===== src/rtl/simon_game_ctrl.sv =====
// simon_game_ctrl: Simon Says game sequencer driving the fsm side of the fsm_sig bundle.
// Steps through seeding, colour playback, player input and result checking. Rounds to win,
// speed range, ramp interval and the input timeout are parameters.
//
// Ports:
//   clk, rst        clock and synchronous active-high reset
//   go              start/restart strobe (accepted in IDLE, WIN, LOSE)
//   btn_press       player pressed a colour (accepted in PLAYER)
//   pulse           flash_timer tick (used in SHOW and PLAYER)
//   result[_valid]  check outcome, 1 = correct (accepted in CHECK)
//   start           rng replay strobe
//   load_colour     segments load strobe
//   load_speed      flash_timer speed load strobe
//   rst_seedgen     reg8 seed reset strobe
//   player_turn     high while awaiting or checking input
//   flash_clk       LED flash phase
//   check_round     element number during SHOW, current round during PLAYER/CHECK, else 0
//   speed           current speed code
//   win, lose       game outcome, held until the next go
module simon_game_ctrl #(
    parameter int unsigned MAX_ROUNDS     = 32,
    parameter int unsigned SPEED_W        = 3,
    parameter int unsigned SPEED_START    = 0,
    parameter int unsigned RAMP_EVERY     = 4,
    parameter int unsigned TIMEOUT_PULSES = 16,
    localparam int unsigned RW            = $clog2(MAX_ROUNDS + 1)
) (
    input  logic               clk,
    input  logic               rst,
    input  logic               go,
    input  logic               btn_press,
    input  logic               pulse,
    input  logic               result,
    input  logic               result_valid,
    output logic               start,
    output logic               load_colour,
    output logic               load_speed,
    output logic               rst_seedgen,
    output logic               player_turn,
    output logic               flash_clk,
    output logic [RW-1:0]      check_round,
    output logic [SPEED_W-1:0] speed,
    output logic               win,
    output logic               lose
);

    localparam int unsigned TW = $clog2(TIMEOUT_PULSES + 1);
    localparam int unsigned RampDiv = (RAMP_EVERY == 0) ? 1 : RAMP_EVERY;
    localparam logic [RW-1:0] MaxRound = RW'(MAX_ROUNDS);
    localparam logic [TW-1:0] TmoLimit = TW'(TIMEOUT_PULSES);
    localparam logic [SPEED_W-1:0] SpeedStart = SPEED_W'(SPEED_START);

    typedef enum logic [3:0] {
        StIdle, StSeed, StLoad, StReplay, StShow, StPlayer, StCheck, StAdvance, StWin, StLose
    } state_e;

    state_e             state_q, state_d;
    logic [RW-1:0]      r_q, r_d;
    logic [RW-1:0]      idx_q, idx_d;
    logic [TW-1:0]      tmo_q, tmo_d;
    logic [SPEED_W-1:0] speed_q, speed_d;
    logic               flash_q, flash_d;
    logic               load_colour_d;
    logic               start_q, load_colour_q, load_speed_q, rst_seedgen_q;
    logic               last_elem;
    logic               ramp_due;

    // idx is the element being shown or entered; the last one closes the sequence.
    assign last_elem = (idx_q + RW'(1)) == r_q;
    // r_q is the round just completed when evaluated in ADVANCE.
    assign ramp_due = (RAMP_EVERY != 0) && ((32'(r_q) % RampDiv) == 0) && (speed_q != '1);

    always_comb begin
        state_d       = state_q;
        r_d           = r_q;
        idx_d         = idx_q;
        tmo_d         = tmo_q;
        speed_d       = speed_q;
        flash_d       = flash_q;
        load_colour_d = 1'b0;
        unique case (state_q)
            StIdle, StWin, StLose: begin
                if (go) state_d = StSeed;
            end
            StSeed: begin
                r_d     = RW'(1);
                idx_d   = '0;
                tmo_d   = '0;
                speed_d = SpeedStart;
                flash_d = 1'b0;
                state_d = StLoad;
            end
            StLoad: state_d = StReplay;
            StReplay: begin
                idx_d         = '0;
                flash_d       = 1'b1;
                load_colour_d = 1'b1;
                state_d       = StShow;
            end
            StShow: begin
                if (pulse) begin
                    if (flash_q) begin
                        flash_d = 1'b0;
                    end else if (last_elem) begin
                        idx_d   = '0;
                        tmo_d   = '0;
                        state_d = StPlayer;
                    end else begin
                        idx_d         = idx_q + RW'(1);
                        flash_d       = 1'b1;
                        load_colour_d = 1'b1;
                    end
                end
            end
            StPlayer: begin
                // A press coincident with the final timeout pulse still counts.
                if (btn_press) begin
                    tmo_d   = '0;
                    state_d = StCheck;
                end else if (pulse) begin
                    tmo_d = tmo_q + TW'(1);
                    if ((tmo_q + TW'(1)) == TmoLimit) state_d = StLose;
                end
            end
            StCheck: begin
                if (result_valid) begin
                    if (!result) begin
                        state_d = StLose;
                    end else if (last_elem) begin
                        state_d = StAdvance;
                    end else begin
                        idx_d   = idx_q + RW'(1);
                        state_d = StPlayer;
                    end
                end
            end
            StAdvance: begin
                if (r_q == MaxRound) begin
                    state_d = StWin;
                end else begin
                    r_d = r_q + RW'(1);
                    if (ramp_due) begin
                        speed_d = speed_q + SPEED_W'(1);
                        state_d = StLoad;
                    end else begin
                        state_d = StReplay;
                    end
                end
            end
            default: state_d = StIdle;
        endcase
    end

    always_ff @(posedge clk) begin
        if (rst) begin
            state_q       <= StIdle;
            r_q           <= '0;
            idx_q         <= '0;
            tmo_q         <= '0;
            speed_q       <= SpeedStart;
            flash_q       <= 1'b0;
            start_q       <= 1'b0;
            load_colour_q <= 1'b0;
            load_speed_q  <= 1'b0;
            rst_seedgen_q <= 1'b0;
        end else begin
            state_q       <= state_d;
            r_q           <= r_d;
            idx_q         <= idx_d;
            tmo_q         <= tmo_d;
            speed_q       <= speed_d;
            flash_q       <= flash_d;
            // Strobes are registered so they coincide with the state they belong to.
            start_q       <= (state_d == StReplay);
            load_colour_q <= load_colour_d;
            load_speed_q  <= (state_d == StLoad);
            rst_seedgen_q <= (state_d == StSeed);
        end
    end

    always_comb begin
        check_round = '0;
        if (state_q == StShow) begin
            check_round = idx_q + RW'(1);
        end else if ((state_q == StPlayer) || (state_q == StCheck)) begin
            check_round = r_q;
        end
    end

    assign start       = start_q;
    assign load_colour = load_colour_q;
    assign load_speed  = load_speed_q;
    assign rst_seedgen = rst_seedgen_q;
    assign player_turn = (state_q == StPlayer) || (state_q == StCheck);
    assign flash_clk   = flash_q;
    assign speed       = speed_q;
    assign win         = (state_q == StWin);
    assign lose        = (state_q == StLose);

endmodule

===== config.mk =====
export PLATFORM = sky130hd
export DESIGN_NAME = simon_game_ctrl
export DESIGN_NICKNAME = d
export VERILOG_FILES = /design/src/rtl/simon_game_ctrl.sv
export SDC_FILE = /design/constraint.sdc
export NUM_CORES = 1
export LEC_CHECK = 0
export BUFFER_PORTS_ARGS = -buffer_cell sky130_fd_sc_hd__buf_2
export CAP_MARGIN = 20
export CORE_AREA = 2 2 51 89
export CTS_CLUSTER_SIZE = 24
export DETAILED_ROUTE_END_ITERATION = 16
export DIE_AREA = 0 0 53 91
export PLACE_DENSITY = 0.8
export SYNTH_ARGS = -nofsm -noshare
export SYNTH_HDL_FRONTEND = slang
export SYNTH_SLANG_ARGS = --single-unit

===== constraint.sdc =====
create_clock -name clk -period 2.1 [get_ports clk]
set_input_delay 0 -clock clk [delete_from_list [all_inputs] [get_ports clk]]
set_output_delay 0 -clock clk [all_outputs]
set_load 0.05 [all_outputs]

After elaboration in Yosys (flattened, before gate mapping)
Cells that the tools add are included.
Storage, ports and cells
  flip-flop bits (word level): 29
  input port bits: 7
  output and inout port bits: 17
  word-level logic and storage cells: 93
Operators by class
  $add $sub $neg: 4
  equality and inequality tests: 25
  muxes and demuxes: 39
  reduce and logical (&&, ||, !) cells: 15
Operators with widths (count)
  $mux 6: 9
  $mux 4: 10
  $logic_not 32->1: 1
  $pmux 4 s8: 1
  $mux 5: 5
  $pmux 6 s3: 1
  $eq 4x2->1 const B: 4
  $eq 4x3->1 const B: 4
  $ne 2x2->1 const B: 8
  $pmux 5 s3: 1
  $add 6x1->6 const B: 2
  $pmux 6 s2: 1
  $reduce_bool 3->1: 3
  $eq 4x1->1 const B: 2
  $eq 4x4->1 const B: 2
  $eq 6x6->1: 1
  $eq 6x6->1 const B: 1
  $mux 3: 2
  $ne 3x3->1 const B: 2
  $pmux 3 s2: 1
  $reduce_and 6->1: 1
  $add 5x1->5 const B: 1
  $eq 5x5->1 const B: 1
  $mux 1: 5
  13 further kinds: 14

Longest topological paths before layout
Gate-level depths: netlist (run 1).
  depth in word-level cells: 7
  gate-level depth with buffers: 7
  gate-level depth less buffers: 7

Least setup slack after synthesis (run 1)
Ideal clock, no wire load.
  path type: register to register
  start point: register idx_q[0]
  end point: register load_speed_q (netlist: load_speed)
  arrival: 1.914 ns
  data required time: 2.013 ns
  setup slack: 0.098 ns
  stages on the path, launching flop included: 8
  path through: dfxtp_1 -> ha_1 -> xor2_1 -> xnor2_1 -> nand4_1 -> buf_6 -> o31a_1 -> nor4b_2
Between the ends
  cells in the longest elaborated chain, start to end: 7
  elaborated cells between the ends (all ways): 10
Ends and longest elaborated chain
  start, declared: RTL line 59  | logic [RW-1:0] idx_q, idx_d;
  start signal, assigned: RTL line 169  | idx_q <= idx_d;
  $add 6x1->6 (*): RTL line 69  | assign last_elem = (idx_q + RW'(1)) == r_q;
  $eq 6x6->1 (*): RTL line 69
  $mux 4 / $mux 2 (equally long branches): RTL line 104, 129
  $mux 4 (on tied branches): RTL line 102, 127
  $mux 4 (on tied branches): RTL line 101, 126
  $pmux 4 s8 (*): RTL line 81  | unique case (state_q)
  $eq 4x2->1 (*): RTL line 176  | load_speed_q <= (state_d == StLoad);
  end signal, assigned: RTL line 176
  end, declared: RTL line 64  | logic start_q, load_colour_q, load_speed_q, rst_seedgen_q;
Every way passes the cells marked *; elsewhere a longest branch is shown, timed or not.
A chain may end at the register's enable or synchronous reset.

Worst setup path after layout (run 1)
  start point: register r_q[1]
  end point: register load_speed_q (netlist: load_speed)
Between the ends
  cells in the longest elaborated chain, start to end: 6
  elaborated cells between the ends (all ways): 14
Ends and longest elaborated chain
  start, declared: RTL line 58  | logic [RW-1:0] r_q, r_d;
  start signal, assigned: RTL line 168  | r_q <= r_d;
  $logic_not 32->1 / $eq 6x6->1 (equally long branches): RTL line 71, 69
  $logic_and 1x1->1, or another cell as far along: RTL line 71  | assign ramp_due = (RAMP_EVERY != 0) && ((32'(r_q) % RampDiv) == 0) && (speed_q != '1);
  $mux 1, or another cell as far along: RTL line 142  | if (ramp_due) begin
  $mux 4 (on tied branches): RTL line 138, 101, 126
  $pmux 4 s8 (*): RTL line 81
  $eq 4x2->1 (*): RTL line 176
Marked as above.

==> flow_metrics.env, run 1 <==
export IMPL_yosys_warnings=0
export IMPL_power_mw=1.617
export IMPL_numPortBuffers=23
export IMPL_avgSynthCellArea_um2=8.082
export IMPL_arrival_ps=2200
export IMPL_vias=2099
export IMPL_synth_area_top_cells="dfxtp_1, nor2_1, o21ai_0"
export IMPL_dp_cells=331
export IMPL_overflow=0
export IMPL_gp_congestion=0.9479
export IMPL_die_h_um=91
export IMPL_worstSetupEndpointType="register"
export IMPL_slew_limit_headroom_pct=69.84
export IMPL_cp_slowest_stage_delay_ps=440
export IMPL_die_area_um2=4823
export IMPL_max_cap_viol_count=0
export IMPL_ant_nets=0
export IMPL_cts_sinks=29
export IMPL_hold_end="speed[2]$_SDFFE_PP0P_"
export IMPL_syn_num_nets=261
export IMPL_clock_latency_ps=290
export IMPL_grt_start_max_net_pins=17
export IMPL_core_area_um2=4073
export IMPL_synthesis_area_um2=2004
export IMPL_reg2regPathDepth=7
export IMPL_r2r_start="r_q[1]$_SDFFE_PP0P_"
export IMPL_outcome="complete, no violations"
export IMPL_io_pins=24
export IMPL_regToRegEndpoint="load_speed$_SDFF_PP0_"
export IMPL_synthFlopType="dfxtp_1"
export IMPL_yosys_register_bits=29
export IMPL_via_per_inst=6.174
export IMPL_path_buf_inv=1
export IMPL_initial_core_util_pct=49.22
export IMPL_grt_pass1_vias=1980
export IMPL_ys_types=57
export IMPL_areaGrowthSynthToFinish_pct=23.97
export IMPL_grt_usage_pct=25.24
export IMPL_cp_top_family="compound AO/OA/AOI/OAI gates"
export IMPL_cpMostUsedCell="nor4b_4"
export IMPL_drt_first_iter_violations=112
export IMPL_tightest_slew_ps=452.4
export IMPL_firstDrtPassIters=5
export IMPL_clockBufferDepth=2
export IMPL_max_vdd_ir_drop_mv=0.4335
export IMPL_fin_crit_ps=1994
export IMPL_final_nets=303
export IMPL_drc_errors=0
export IMPL_clockRootBuffer="clkbuf_8"
export IMPL_power_density_nw_per_um2=650.8
export IMPL_fmax_mhz=501.5
export IMPL_async_reset_ff_share_pct=0
export IMPL_reg2reg_slack_ps=110
export IMPL_antenna_found_initial=0
export IMPL_die_x_um=53
export IMPL_final_hold_viol_count=0
export IMPL_cts_max_level=2
export IMPL_slowest_stage="a222oi_1"
export IMPL_fin_crit_sh_pct=94.95
export IMPL_routed_wl_mm=5.619
export IMPL_cp_start_kind="register"
export IMPL_diodes=0
export IMPL_crit_chain="inv_1 > ha_4 > nor4b_4 > a211oi_2 > a222oi_1 > o31a_1 > nor4b_4"
export IMPL_yosysSeqAreaShare_pct=28.96
export IMPL_synth_top_cell_area_share_pct=28.96
export IMPL_synth_edf_count=0
export IMPL_skew_ps=12.04
export IMPL_clk_pin_slew_ps=60
export IMPL_hp_class="input port to register"
export IMPL_synth_cells=248
export IMPL_tritoncts="yes"
export IMPL_setup_viol=0
export IMPL_critPathMaxFanout=4
export IMPL_worstHoldPathCells=2
export IMPL_n_fill_cell=369
export IMPL_num_rows=31
export IMPL_min_from="rst"
export IMPL_p_leak_nw=0.9907
export IMPL_grt_pass1_wl_mm=9.018
export IMPL_ctsHoldBuffers=0
export IMPL_cts_buffers=5
export IMPL_crit_type="register to register"
export IMPL_cp_required_ps=2300
export IMPL_wl_per_cell_um=16.53
export IMPL_dp_hpwl_mm=4.125
export IMPL_maxSlewViolCount=0
export IMPL_drive_gt1_share_pct=25.43
export IMPL_instances_no_fill=340
export IMPL_yosysTopAreaCell="dfxtp_1"
[final cells by class]
class / count / area [um^2] / area share, %
Clock buffer: 7 / 86.33 / 3.474
Clock inverter: 1 / 30.03 / 1.208
Inverter: 12 / 45.04 / 1.813
Multi-Input combinational cell: 191 / 1355 / 54.53
Sequential cell: 29 / 581.8 / 23.41
Tap cell: 49 / 61.31 / 2.467
Timing Repair Buffer: 51 / 325.3 / 13.09
[logic make-up (layout without fill, tap and decap cells)]
family,Yosys count,in the layout,share of synthesized area (%)
AO/OA/AOI/OAI,71,71,25.03
adder cells (fa/ha/maj),6,6,3.745
flip-flops,29,29,28.96
buffers and inverters,28,71,5.929
multiplexers,4,4,2.060
XOR/XNOR,17,17,8.802
AND/OR/NAND/NOR,93,93,25.47
[metal layers]
metal | track usage [%] | vias to the layer above | wire, um
met3 | 4.276 | 27 | 247
li1 | - | 994 | -
met1 | 26.55 | 991 | 2124
met5 | 0 | - | 0
met2 | 42.92 | 87 | 2923
met4 | 17.74 | 0 | 323
[registers in the layout, indices dropped and copies added (netlist names)]
register and cells:
idx_q 6, r_q 6, tmo_q 5, state_q 4, speed 3, flash_clk 1
load_colour 1, load_speed 1, rst_seedgen 1, start 1
[worst register-to-register path: stages (launching register included)]
cell	delay, ps
dfxtp_1	310
inv_1	90
ha_4	150
nor4b_4	300
a211oi_2	140
a222oi_1	440
o31a_1	300
nor4b_4	200
[placed cells by master, fill, tap and decap left out, types with 5 or more instances in the layout]
cell	count
and3_1	5
a22oi_1	8
xor2_1	7
xnor2_1	7
buf_4	28
nor3_1	5
o2111ai_1	5
nand2_1	15
a21oi_1	10
nand3_1	5
inv_1	10
clkbuf_8	6
o21ai_0	15
nor2_1	33
dfxtp_1	28
buf_2	23
[synth_stat cells, types with 6 or more instances]
library cell and n:
a21oi_1 10, a22oi_1 8, clkbuf_1 9, dfxtp_1 29, ha_1 6, inv_1 11, nand2_1 15, nor2_1 34
o21ai_0 16, xnor2_1 7, xor2_1 8
[through the flow]
step | hold WS (ps) | instance area [um^2] | utilization, % | TNS, ps | worst slack [ps]
2_1_floorplan | 295.0 | 2004 | - | 0 | 98.35
3_3_place_gp | 373.7 | 2310 | 56.71 | 0 | 130.3
3_5_place_dp | 377.9 | 2310 | 56.71 | 0 | 77.59
4_1_cts | 82.40 | 2426 | 59.57 | 0 | 42.72
5_1_grt | 83.92 | 2485 | 61.01 | -59.85 | -33.15
6_report | 85.69 | 2485 | 61.01 | 0 | 106.0
[what timing repair did]
action | CTS | global route
resized for setup | 0 | 12
hold endpoints to repair | 0 | 0
setup buffers | 0 | 1
endpoints found under the setup margin | 0 | 12
[power breakdown]
group / leakage [nW] / switching [mW] / internal (mW)
Clock: 0.0585 / 0.232 / 0.386
Sequential: 0.235 / 0.0315 / 0.571
Combinational: 0.697 / 0.236 / 0.160
[worst max path at each step]
stage                     startpoint                      to  slack (ps)  cells past startpoint
2_1_floorplan  idx_q[0]$_SDFFE_PP0P_   load_speed$_SDFF_PP0_         100                      7
3_3_place_gp     r_q[0]$_SDFFE_PP0P_   load_speed$_SDFF_PP0_         130                      7
3_5_place_dp   idx_q[0]$_SDFFE_PP0P_   idx_q[2]$_SDFFE_PP0P_          80                      7
4_1_cts          r_q[0]$_SDFFE_PP0P_   load_speed$_SDFF_PP0_          40                      7
5_1_grt        idx_q[0]$_SDFFE_PP0P_  rst_seedgen$_SDFF_PP0_         -30                      7
6_report         r_q[1]$_SDFFE_PP0P_   load_speed$_SDFF_PP0_         110                      7
No activity file was read; power rests on OpenSTA's default activity.
==> inputs of run 2 (changes only) <==
--- a/config.mk
+++ b/config.mk
@@ -7,10 +7,10 @@
 export LEC_CHECK = 0
 export BUFFER_PORTS_ARGS = -buffer_cell sky130_fd_sc_hd__buf_2
 export CAP_MARGIN = 20
-export CORE_AREA = 2 2 51 89
+export CORE_AREA = 2 2 64 72
 export CTS_CLUSTER_SIZE = 24
 export DETAILED_ROUTE_END_ITERATION = 16
-export DIE_AREA = 0 0 53 91
+export DIE_AREA = 0 0 66 74
 export PLACE_DENSITY = 0.8
 export SYNTH_ARGS = -nofsm -noshare
 export SYNTH_HDL_FRONTEND = slang
==> flow_metrics.env, run 2 (synthesis gave the netlist of run 1 again) <==
export IMPL_firstDrtPassIters=4
export IMPL_gp_congestion=0.9103
export IMPL_maxSlewViolCount=0
export IMPL_dp_cells=331
export IMPL_areaGrowthSynthToFinish_pct=19.85
export IMPL_layout_common_cells="nor2_1, dfxtp_1, buf_2, buf_4"
export IMPL_fin_tns_setup_ps=0
export IMPL_drt_first_iter_violations=147
export IMPL_diodes=0
export IMPL_io_pins=24
export IMPL_cp_start_kind="register"
export IMPL_instances_no_fill=340
export IMPL_cts_sinks=29
export IMPL_numPortBuffers=23
export IMPL_min_from="rst"
export IMPL_p_leak_nw=0.9449
export IMPL_grt_start_max_net_pins=17
export IMPL_fin_crit_sh_pct=92.62
export IMPL_reg2regPathDepth=7
export IMPL_antenna_found_initial=0
export IMPL_fin_crit_ps=1945
export IMPL_dp_hpwl_mm=3.740
export IMPL_die_x_um=66
export IMPL_clockBufferDepth=2
export IMPL_critPathMaxFanout=12
export IMPL_top_regs="idx_q x6, r_q x6, tmo_q x5"
export IMPL_clock_latency_ps=280
export IMPL_arrival_ps=2130
export IMPL_overflow=0
export IMPL_crit_type="register to register"
export IMPL_initial_core_util_pct=47.82
export IMPL_outcome="complete, no violations"
export IMPL_drive_gt1_share_pct=23.78
export IMPL_via_per_inst=5.926
export IMPL_regArea_um2=580.6
export IMPL_cts_buffers=5
export IMPL_wl_per_cell_um=14.81
export IMPL_core_area_um2=4192
export IMPL_place_area_um2=2278
export IMPL_tightest_slew_ps=422.8
export IMPL_fmax_mhz=514.1
export IMPL_num_rows=25
export IMPL_clk_pin_slew_ps=70
export IMPL_n_fill_cell=382
export IMPL_max_vdd_ir_drop_mv=0.2337
export IMPL_slew_limit_headroom_pct=71.76
export IMPL_die_area_um2=4884
export IMPL_grt_pass1_vias=1880
export IMPL_setup_viol=0
export IMPL_final_hold_viol_count=0
export IMPL_power_density_nw_per_um2=589.5
export IMPL_tritoncts="yes"
export IMPL_fin_util_pct=57.31
export IMPL_final_nets=298
export IMPL_grt_pass1_wl_mm=8.514
export IMPL_cp_required_ps=2290
export IMPL_hold_end="state_q[1]$_SDFF_PP0_"
export IMPL_vias=2015
export IMPL_r2r_start="idx_q[0]$_SDFFE_PP0P_"
export IMPL_skew_ps=4.180
export IMPL_routed_wl_mm=5.034
export IMPL_regToRegEndpoint="start$_SDFF_PP0_"
export IMPL_drc_errors=0
export IMPL_layout_cells_most_common="nor2_1"
export IMPL_multiInputGateArea_um2=1335
export IMPL_worstSetupEndpointType="register"
export IMPL_cts_max_level=2
export IMPL_max_cap_viol_count=0
export IMPL_worstHoldPathCells=2
export IMPL_grt_usage_pct=22.29
export IMPL_ant_nets=0
export IMPL_clockRootBuffer="clkbuf_8"
export IMPL_rsz0062_at_grt="false"
export IMPL_design_area_um2=2402
export IMPL_reg2reg_slack_ps=150
export IMPL_hp_class="input port to register"
export IMPL_die_h_um=74
run 2: cell types whose count changed in the layout (fill, tap and decap cells not counted), moves of 2 or more:
cell	previous run	this run
clkinv_2	0	2
ha_4	2	0
buf_4	28	23
ha_2	0	2
run 2: area by class of cell:
class,instances,share of cell area [%]
multi-input cells,191,55.57
flip-flops and latches,29,24.17
repair buffers,46,11.98
clock buffers,5,2.865
well taps,54,2.813
inverters,12,1.875
clock inverters,3,0.7292
run 2: worst max path at each step:
| stage | start | to | cells after the start |
|---|---|---|---|
| 5_1_grt | tmo_q[0]$_SDFFE_PP0P_ | load_speed$_SDFF_PP0_ | 6 |
| 2_1_floorplan | idx_q[0]$_SDFFE_PP0P_ | load_speed$_SDFF_PP0_ | 7 |
| 3_5_place_dp | r_q[0]$_SDFFE_PP0P_ | load_speed$_SDFF_PP0_ | 7 |
| 3_3_place_gp | idx_q[0]$_SDFFE_PP0P_ | start$_SDFF_PP0_ | 7 |
| 6_report | idx_q[0]$_SDFFE_PP0P_ | start$_SDFF_PP0_ | 7 |
| 4_1_cts | state_q[1]$_SDFF_PP0_ | check_round[5] | 5 |
run 2: what timing repair did:
action / 4_1_cts / 5_1_grt
gates resized for setup: 0 / 7
buffers inserted: 0 / 1
hold buffers: 0 / 0
setup endpoints to repair: 0 / 17
endpoints found under the hold margin: 0 / 0
run 2: metal layers:
layer	vias to the layer above	global-route usage (%)	part of all wire, %
met3	7	4.841	5.0
li1	986	-	-
met4	0	6.349	1.4
met1	966	27.90	44
met5	-	0	0
met2	56	38.83	50
run 2: metrics by stage:
stage | total power, mW | setup WS, ps | hold slack (ps)
floorplan | 0.8543 | 98.35 | 295.0
global placement | 0.9581 | 185.0 | 365.0
detailed placement | 0.9636 | 111.9 | 374.8
CTS | 1.407 | 52.66 | 84.69
global route | 1.493 | 0.5027 | 108.6
finish | 1.416 | 154.9 | 91.32
run 2: where the power goes:
| part | leakage, nW | internal (mW) | switching (mW) |
|---|---|---|---|
| registers | 0.235 | 0.570 | 0.0274 |
| clock network | 0.0439 | 0.228 | 0.221 |
| logic | 0.666 | 0.144 | 0.225 |
| total | 0.945 | 0.943 | 0.473 |
run 2: worst max-delay path, stage by stage, from the launching register on:
cell	delay, ps
dfxtp_1	340
ha_2	240
xor2_2	200
xnor2_1	140
nand4_1	110
buf_4	180
o31a_1	350
nor4_2	300
==> inputs of run 3 (changes only) <==
--- a/config.mk
+++ b/config.mk
@@ -7,11 +7,12 @@
 export LEC_CHECK = 0
 export BUFFER_PORTS_ARGS = -buffer_cell sky130_fd_sc_hd__buf_2
 export CAP_MARGIN = 20
-export CORE_AREA = 2 2 64 72
+export CORE_AREA = 2 2 81 91
 export CTS_CLUSTER_SIZE = 24
 export DETAILED_ROUTE_END_ITERATION = 16
-export DIE_AREA = 0 0 66 74
-export PLACE_DENSITY = 0.8
+export DIE_AREA = 0 0 83 93
+export PLACE_DENSITY = 0.57
+export RECOVER_POWER = 25
 export SYNTH_ARGS = -nofsm -noshare
 export SYNTH_HDL_FRONTEND = slang
 export SYNTH_SLANG_ARGS = --single-unit
==> flow_metrics.env, run 3 (synthesis gave the netlist of run 1 again) <==
export IMPL_outcome="complete, no violations"
export IMPL_clockBufferDepth=2
export IMPL_use_met3_pct=3.266
export IMPL_die_h_um=93
export IMPL_routed_wl_mm=5.201
export IMPL_top_regs="idx_q x6, r_q x6, tmo_q x5"
export IMPL_clockRootBuffer="clkbuf_8"
export IMPL_place_area_um2=2332
export IMPL_drc_errors=0
export IMPL_crit_chain="ha_2 > nand3_1 > xnor3_1 > nand4_1 > buf_4 > o31a_1 > buf_4 > nor4_2"
export IMPL_rsz0062_at_grt="true"
export IMPL_fmax_mhz=490.8
export IMPL_layout_common_cells="nor2_1, dfxtp_1, buf_4"
export IMPL_drt_first_iter_violations=98
export IMPL_fin_tns_setup_ps=0
export IMPL_cts_max_level=2
export IMPL_dp_slack_ps=26.10
export IMPL_design_area_um2=2451
export IMPL_fin_ws_ps=62.50
export IMPL_power_mw=1.448
export IMPL_cp_startpoint="idx_q[0]$_SDFFE_PP0P_"
export IMPL_ctsHoldBuffers=0
export IMPL_instances_no_fill=373
export IMPL_r2r_start="idx_q[0]$_SDFFE_PP0P_"
export IMPL_layout_cells_most_common="nor2_1"
export IMPL_drive_gt1_share_pct=21.18
export IMPL_numPortBuffers=23
export IMPL_hp_class="input port to register"
export IMPL_overflow=0
export IMPL_grt_start_max_net_pins=17
export IMPL_max_cap_viol_count=0
export IMPL_grt_pass1_vias=1861
export IMPL_final_hold_viol_count=0
export IMPL_grt_pass1_wl_mm=8.721
export IMPL_core_area_um2=6847
export IMPL_fin_crit_ps=2037
export IMPL_grt_use_met2_pct=22.51
export IMPL_io_pins=24
export IMPL_dp_cells=364
export IMPL_via_per_inst=5.188
export IMPL_cts_sinks=29
export IMPL_combPwrFrac_pct=26.5
export IMPL_areaGrowthSynthToFinish_pct=22.28
export IMPL_final_nets=300
export IMPL_gp_congestion=0.7896
export IMPL_p_leak_nw=0.9167
export IMPL_die_area_um2=7719
export IMPL_firstDrtPassIters=4
export IMPL_min_from="rst"
export IMPL_num_rows=32
export IMPL_critPathMaxFanout=12
export IMPL_cp_slowest_stage_delay_ps=360
export IMPL_ant_nets=0
export IMPL_setup_viol=0
export IMPL_tritoncts="yes"
export IMPL_antenna_found_initial=0
export IMPL_crit_type="register to register"
export IMPL_switching_share_pct=34.65
export IMPL_slew_limit_headroom_pct=60.04
export IMPL_vias=1935
export IMPL_worstSetupEndpointType="register"
export IMPL_p_seq_share_pct=41.0
export IMPL_wl_per_cell_um=13.94
export IMPL_grt_usage_pct=13.67
export IMPL_cp_required_ps=2300
export IMPL_cp_start_kind="register"
export IMPL_max_vdd_ir_drop_mv=0.3027
export IMPL_cp_top_family="simple AND/OR/NAND/NOR gates"
export IMPL_diodes=0
export IMPL_path_buf_inv=2
export IMPL_cpMostUsedCell="buf_4"
export IMPL_tightest_slew_ps=602.1
export IMPL_cts_buffers=5
export IMPL_arrival_ps=2240
export IMPL_clockPowerShare_pct=32.5
export IMPL_maxSlewViolCount=0
export IMPL_dp_hpwl_mm=3.955
export IMPL_initial_core_util_pct=29.28
export IMPL_internal_power_mw=0.9462
export IMPL_skew_ps=4.428
export IMPL_power_switching_mw=0.5017
export IMPL_fin_util_pct=35.80
export IMPL_die_x_um=83
export IMPL_fin_crit_sh_pct=97.02
export IMPL_use_met1_pct=17.40
export IMPL_clock_latency_ps=290
export IMPL_grt_busiest_layer="met2"
export IMPL_whs_ps=71.24
export IMPL_slowest_stage="o31a_1"
export IMPL_clk_pin_slew_ps=70
export IMPL_power_density_nw_per_um2=590.7
## run 3: worst reg2reg max path: stages (launching register included)
cell	delay [ps]
dfxtp_1	340
ha_2	230
nand3_1	130
xnor3_1	230
nand4_1	80
buf_4	180
o31a_1	360
buf_4	160
nor4_2	250
## run 3: power by group through the flow
stage,Clock (mW),Sequential (mW),Combinational [mW]
3_5_place_dp,0,0.605,0.363
2_1_floorplan,0,0.622,0.232
6_report,0.471,0.593,0.384
4_1_cts,0.485,0.593,0.365
3_3_place_gp,0,0.606,0.363
5_1_grt,0.502,0.598,0.421
## run 3: per-layer routing
metal	wire, um	part of all wire (%)	vias to the layer above
li1	-	-	991
met1	2540	49	893
met2	2349	45	43
met3	234	4.5	8
met4	77	1.5	0
met5	0	0	-
## run 3: repair_timing
item / CTS / global route
endpoints found under the setup margin: 0 / 12
resized for setup: 0 / 9
setup buffers: 0 / 1
## run 3: path summary, 6_finish.rpt
kind / endpoint / slack (ps) / depth (start not counted)
setup reg to reg: start$_SDFF_PP0_ / 60 / 8
hold reg to reg: tmo_q[4]$_SDFFE_PP0P_ / 490 / 2
setup / recovery: start$_SDFF_PP0_ / 60 / 8
hold / removal: speed[2]$_SDFFE_PP0P_ / 70 / 2
## run 3: layout make-up
| class | instances | area [um^2] |
|---|---|---|
| sequential | 29 | 580.6 |
| multi-input combinational | 191 | 1343 |
| fill | 738 | 4395 |
| timing repair buffer | 48 | 290.3 |
| tap | 85 | 106.4 |
| inverter | 12 | 45.04 |
| clock inverter | 3 | 17.52 |
| clock buffer | 5 | 68.82 |
